--- src/rtl/pe_stream_driver.sv ---
// Feeds (north, west) element pairs to a single processing element one at a time,
// then drains the PE accumulator into result_o. Every PE wait is guarded by a watchdog.
module pe_stream_driver #(
  parameter int DATA_WIDTH = 32,
  parameter int LEN_WIDTH  = 8,
  parameter int TIMEOUT    = 255
) (
  input  logic                  clk_i,
  input  logic                  rst_i,
  input  logic                  start_i,
  input  logic [LEN_WIDTH-1:0]  len_i,
  input  logic                  src_valid_i,
  input  logic [DATA_WIDTH-1:0] src_north_i,
  input  logic [DATA_WIDTH-1:0] src_west_i,
  output logic                  src_ready_o,
  output logic [DATA_WIDTH-1:0] pe_north_o,
  output logic [DATA_WIDTH-1:0] pe_west_o,
  output logic                  pe_inputs_valid_o,
  output logic                  pe_last_element_o,
  output logic                  pe_select_accumulator_o,
  input  logic                  pe_passthrough_valid_i,
  input  logic                  pe_accumulator_valid_i,
  input  logic [DATA_WIDTH-1:0] pe_east_i,
  input  logic                  pe_done_i,
  output logic [DATA_WIDTH-1:0] result_o,
  output logic                  result_valid_o,
  output logic                  busy_o,
  output logic                  error_o
);

  // The watchdog only has to count 0..TIMEOUT-1; the last value fires it.
  localparam int WD_WIDTH = (TIMEOUT > 1) ? $clog2(TIMEOUT) : 1;
  localparam logic [WD_WIDTH-1:0] WD_LAST = WD_WIDTH'(TIMEOUT - 1);

  typedef enum logic [2:0] {
    IDLE,
    FETCH,
    ISSUE,
    WAIT_PT,
    WAIT_DONE,
    DRAIN,
    RESULT
  } state_t;

  state_t               state;
  state_t               state_next;
  logic [LEN_WIDTH-1:0] count;
  logic [WD_WIDTH-1:0]  wdog;
  logic                 accept_start;
  logic                 accept_elem;
  logic                 capture_result;
  logic                 waiting;
  logic                 wd_expired;
  logic                 timeout_hit;

  assign accept_start   = (state == IDLE) && start_i && (len_i != '0);
  assign accept_elem    = (state == FETCH) && src_valid_i;
  assign capture_result = (state == DRAIN) && pe_accumulator_valid_i;
  assign waiting        = (state == WAIT_PT) || (state == WAIT_DONE) || (state == DRAIN);
  assign wd_expired     = waiting && (wdog == WD_LAST);

  assign src_ready_o             = (state == FETCH);
  assign pe_inputs_valid_o       = (state == ISSUE);
  assign pe_last_element_o       = (state == ISSUE) && (count == '0);
  assign pe_select_accumulator_o = (state == DRAIN);
  assign result_valid_o          = (state == RESULT);
  assign busy_o                  = (state != IDLE);

  // A genuine PE response in the same cycle as expiry wins over the timeout.
  always_comb begin
    state_next  = state;
    timeout_hit = 1'b0;
    case (state)
      IDLE: begin
        if (accept_start) state_next = FETCH;
      end
      FETCH: begin
        if (src_valid_i) state_next = ISSUE;
      end
      ISSUE: begin
        state_next = WAIT_PT;
      end
      WAIT_PT: begin
        if (pe_passthrough_valid_i) begin
          state_next = (count != '0) ? FETCH : WAIT_DONE;
        end else if (wd_expired) begin
          state_next  = IDLE;
          timeout_hit = 1'b1;
        end
      end
      WAIT_DONE: begin
        if (pe_done_i) begin
          state_next = DRAIN;
        end else if (wd_expired) begin
          state_next  = IDLE;
          timeout_hit = 1'b1;
        end
      end
      DRAIN: begin
        if (pe_accumulator_valid_i) begin
          state_next = RESULT;
        end else if (wd_expired) begin
          state_next  = IDLE;
          timeout_hit = 1'b1;
        end
      end
      RESULT: begin
        state_next = IDLE;
      end
      default: begin
        state_next = IDLE;
      end
    endcase
  end

  always_ff @(posedge clk_i) begin
    if (rst_i) begin
      state   <= IDLE;
      count   <= '0;
      wdog    <= '0;
      error_o <= 1'b0;
    end else begin
      state <= state_next;
      // Restart the watchdog on every state entry so each wait gets a full budget.
      if (!waiting || (state_next != state)) begin
        wdog <= '0;
      end else begin
        wdog <= wdog + WD_WIDTH'(1);
      end
      if (accept_start) begin
        count   <= len_i;
        error_o <= 1'b0;
      end else if (accept_elem) begin
        count <= count - LEN_WIDTH'(1);
      end
      if (timeout_hit) error_o <= 1'b1;
    end
  end

  // Element registers only change in FETCH, so they stay put through ISSUE and WAIT_PT.
  always_ff @(posedge clk_i) begin
    if (rst_i) begin
      pe_north_o <= '0;
      pe_west_o  <= '0;
      result_o   <= '0;
    end else begin
      if (accept_elem) begin
        pe_north_o <= src_north_i;
        pe_west_o  <= src_west_i;
      end
      if (capture_result) result_o <= pe_east_i;
    end
  end

endmodule

--- config.mk ---
export PLATFORM = sky130hd
export DESIGN_NAME = pe_stream_driver
export DESIGN_NICKNAME = d
export VERILOG_FILES = /design/src/rtl/pe_stream_driver.sv
export SDC_FILE = /design/constraint.sdc
export NUM_CORES = 1
export LEC_CHECK = 0
export ABC_AREA = 1
export CAP_MARGIN = 20
export CORE_AREA = 8 8 111 113
export DETAILED_ROUTE_END_ITERATION = 10
export DIE_AREA = 0 0 119 121
export PLACE_DENSITY = 0.87
export SYNTH_ARGS = -nofsm -noshare
export SYNTH_HDL_FRONTEND = slang
export SYNTH_SLANG_ARGS = --single-unit
--- constraint.sdc ---
create_clock -name clk_i -period 2.3 [get_ports clk_i]
set_input_delay 0.23 -clock clk_i [delete_from_list [all_inputs] [get_ports clk_i]]
set_output_delay 0.23 -clock clk_i [all_outputs]
set_load 0.01 [all_outputs]
==> reports/qor.yml, run 1 <==
outcome:
  status: "finished, final reports clean"
clock_tree:
  cts_buffers: 17
  cts_max_level: 4
  cts_setup_buffers: 0
  clockBufferDepth: 2
  cts_tree: "done"
  clock-sinks: 116
  clk-insertion-delay-late_ns: 0.50
  cts_root_buffer: "clkbuf_8"
  cts.clk_slew.worst_paths_ns: 0.05
final_layout:
  area_delta_synth_final_pct: 62.37
  mostFrequentLayoutCell: "clkdlybuf4s50_1"
  drive_gt1_frac: 0.07065
  num_antenna_cells: 0
  fin_util: 0.6940
  nFillCells: 887
  nNetsFinal: 926
  final_cell_mix: "clkdlybuf4s50_1 (212), nor2_1 (154), dfxtp_1 (116)"
power:
  internal-power_mw: 4.350
  pwr-share-comb: 0.166
  power_switching_mw: 1.352
  leakage_nw: 2.829
  seqPwrFrac: 0.388
  peakVddDrop_uv: 562.4
  p_per_area_nw_per_um2: 775.0
  power.share.switching: 0.2371
  pwr-share-clk: 0.447
sta:
  post-route-worst-setup-slack_ns: 0.1530
  max_freq_ghz: 0.4658
  drv_slew: 0
  setup_viol: 0
  holdWs_ns: 0.2792
  fin_skew_ns: 0.005329
  setup_total_negative_slack_ns: 0
  relSlewSlack: 0.7480
  hold_violations: 0
  rsz0062_at_grt: "false"
  tightest_slew_ns: 0.3780
  layout_min_cycle_time_ns: 2.147
  period_share: 0.9335
yosys:
  synth_area_um2: 4532
  avgSynthCellArea_um2: 7.515
  yosysWarnings: 0
  async_reset_ff_frac: 0
  synthCells: 603
  synth.largest_area_cell: "dfxtp_1"
  synth_edf_count: 0
  synth_ff_type: "dfxtp_1"
  yosysTopAreaCellShare: 0.5124
  seq_area_frac_synth: 0.5124
  yosys-top-cells-area: "dfxtp_1 (51%), nor2_1 (13%), nand2_1 (8.9%)"
  ys_seq_elements: 116
  syn-num-nets: 717
  yosysUniqueCellTypes: 29
worst_setup_path:
  crit_type: "register to primary output"
  critPathTopFamily: "buffers and inverters"
  path_buf_inv: 3
  critical_path_arrival_ns: 1.92
  path_cells: "inv_2, nand3_1, inv_1, clkdlybuf4s50_1"
  slowest_delay_ns: 0.53
  critPathLaunchType: "register"
  critPathCaptureType: "primary output"
  cp_data_required_time_ns: 2.07
  worstPathMaxFanout: 9
  crit_slowest_cell: "dfxtp_1"
place:
  placement.io_buffers: 213
  dp.final_hpwl_mm: 10.35
  gp_congestion: 0.8692
  dp_slack_ns: 0.4627
global_routing:
  grt_pass1_wl_mm: 22.25
  grt_max_degree: 53
  grt-ovfl-total: 0
  gr-usage-all-layers: 0.1937
  antenna_found_initial: 0
  grt_pass1_vias: 4549
die:
  die_h_um: 121
  coreArea_um2: 10600
  die_area_um2: 14400
  placementRows: 38
  die_x_um: 119
  num_io_pins: 214
  initial_core_util: 0.4274
hold_path:
  hp-class: "input port to register"
drt:
  vias_per_cell: 4.786
  first_iter_violations: 213
  first_pass_iters: 4
  route.detailed.drc: 0
  routed_wl_mm: 14.08
  wire_per_inst_um: 14.65
  antenna_left: 0
  vias: 4599
flow_run:
  maxCapViolations: 0
[stage by stage]
step	cells	power, mW	area (um2)
after global routing	961	5.965	7358
after detailed placement	933	3.195	6779
after global placement	933	3.178	6779
final	961	5.703	7358
after floorplan	603	2.690	4532
after CTS	961	5.765	7358
[layer usage]
layer | GRT usage | wire [um] | up-vias
met5 | 0 | 0 | -
met4 | 0.08142 | 196 | 0
met3 | 0.1112 | 1735 | 16
met2 | 0.3263 | 6857 | 180
met1 | 0.1930 | 5290 | 2057
li1 | - | - | 2346
[tightest hold or removal path, cell delays in order]
cell and delay (ns):
clkdlybuf4s50_1 0.39, nand2_1 0.06, a21oi_1 0.05
[state kept, by name (all words and copies together) (netlist names)]
signal      flops
count           8
pe_north_o     32
wdog            8
pe_west_o      32
state           3
result_o       32
error_o         1
[Yosys cell counts, types with 2 or more instances]
library cell  instances
a21oi_1              40
inv_2                 6
dfxtp_1             116
nor2_2                4
nand3_2               2
inv_1                22
nor2_4                2
ha_1                  3
nor2_1              154
nand4_1               3
a31oi_1               4
o21ai_0              65
buf_2                10
nand2_1             108
o211ai_1              6
xor2_1                6
xnor2_1               2
nand3_1              11
nor3_1                6
clkbuf_1             21
nand2_4               4
[path summary, 6_finish.rpt]
| kind | startpoint | to | slack (ns) | depth (start not counted) |
|---|---|---|---|---|
| hold reg to reg | result_o[1] | result_o[1] | 0.46 | 2 |
| hold / removal | pe_east_i[15] | result_o[15] | 0.28 | 3 |
| setup / recovery | state[0] | pe_inputs_valid_o | 0.15 | 4 |
| setup reg to reg | state[1] | wdog[1] | 0.54 | 11 |
[area by class of cell]
type                    instances  area, um2  share of cell area
flip-flops and latches        116       2322              0.3156
repair buffers                223       2218              0.3015
multi-input cells             426       1957              0.2659
clock buffers                  24      510.5             0.06938
well taps                     140      175.2             0.02381
inverters                      28      105.1             0.01428
clock inverters                 4      70.07            0.009522
[power groups by stage]
stage | Clock [mW] | Combinational, mW | Sequential [mW]
floorplan | 0 | 0.400 | 2.29
CTS | 2.60 | 0.953 | 2.21
global route | 2.70 | 1.04 | 2.23
finish | 2.55 | 0.944 | 2.21
detailed placement | 0 | 0.942 | 2.25
global placement | 0 | 0.932 | 2.25
[kinds of logic (layout without fill, tap and decap cells)]
logic type / Yosys count / in the layout / synth area share
DFF: 116 / 116 / 0.5124
adders and majority gates: 3 / 3 / 0.008284
and+or+nand+nor: 298 / 298 / 0.2731
AOI/OAI and AO/OA: 117 / 117 / 0.1350
xor gates and xnor gates: 8 / 8 / 0.01546
buffers and inverters: 61 / 279 / 0.05577
[what timing repair did]
action | CTS | global route
endpoints found under the setup margin | 1 | 0
hold buffers | 0 | 0
resized for setup | 1 | 0
No activity file was read; power rests on OpenSTA's default activity.
==> run 2, diff against run 1 <==
--- a/config.mk
+++ b/config.mk
@@ -14,3 +14,4 @@
 export SYNTH_ARGS = -nofsm -noshare
 export SYNTH_HDL_FRONTEND = slang
 export SYNTH_SLANG_ARGS = --single-unit
+export TNS_END_PERCENT = 5
==> results of run 2 <==
Final layout, timing and power as in run 1 (identical DEF).
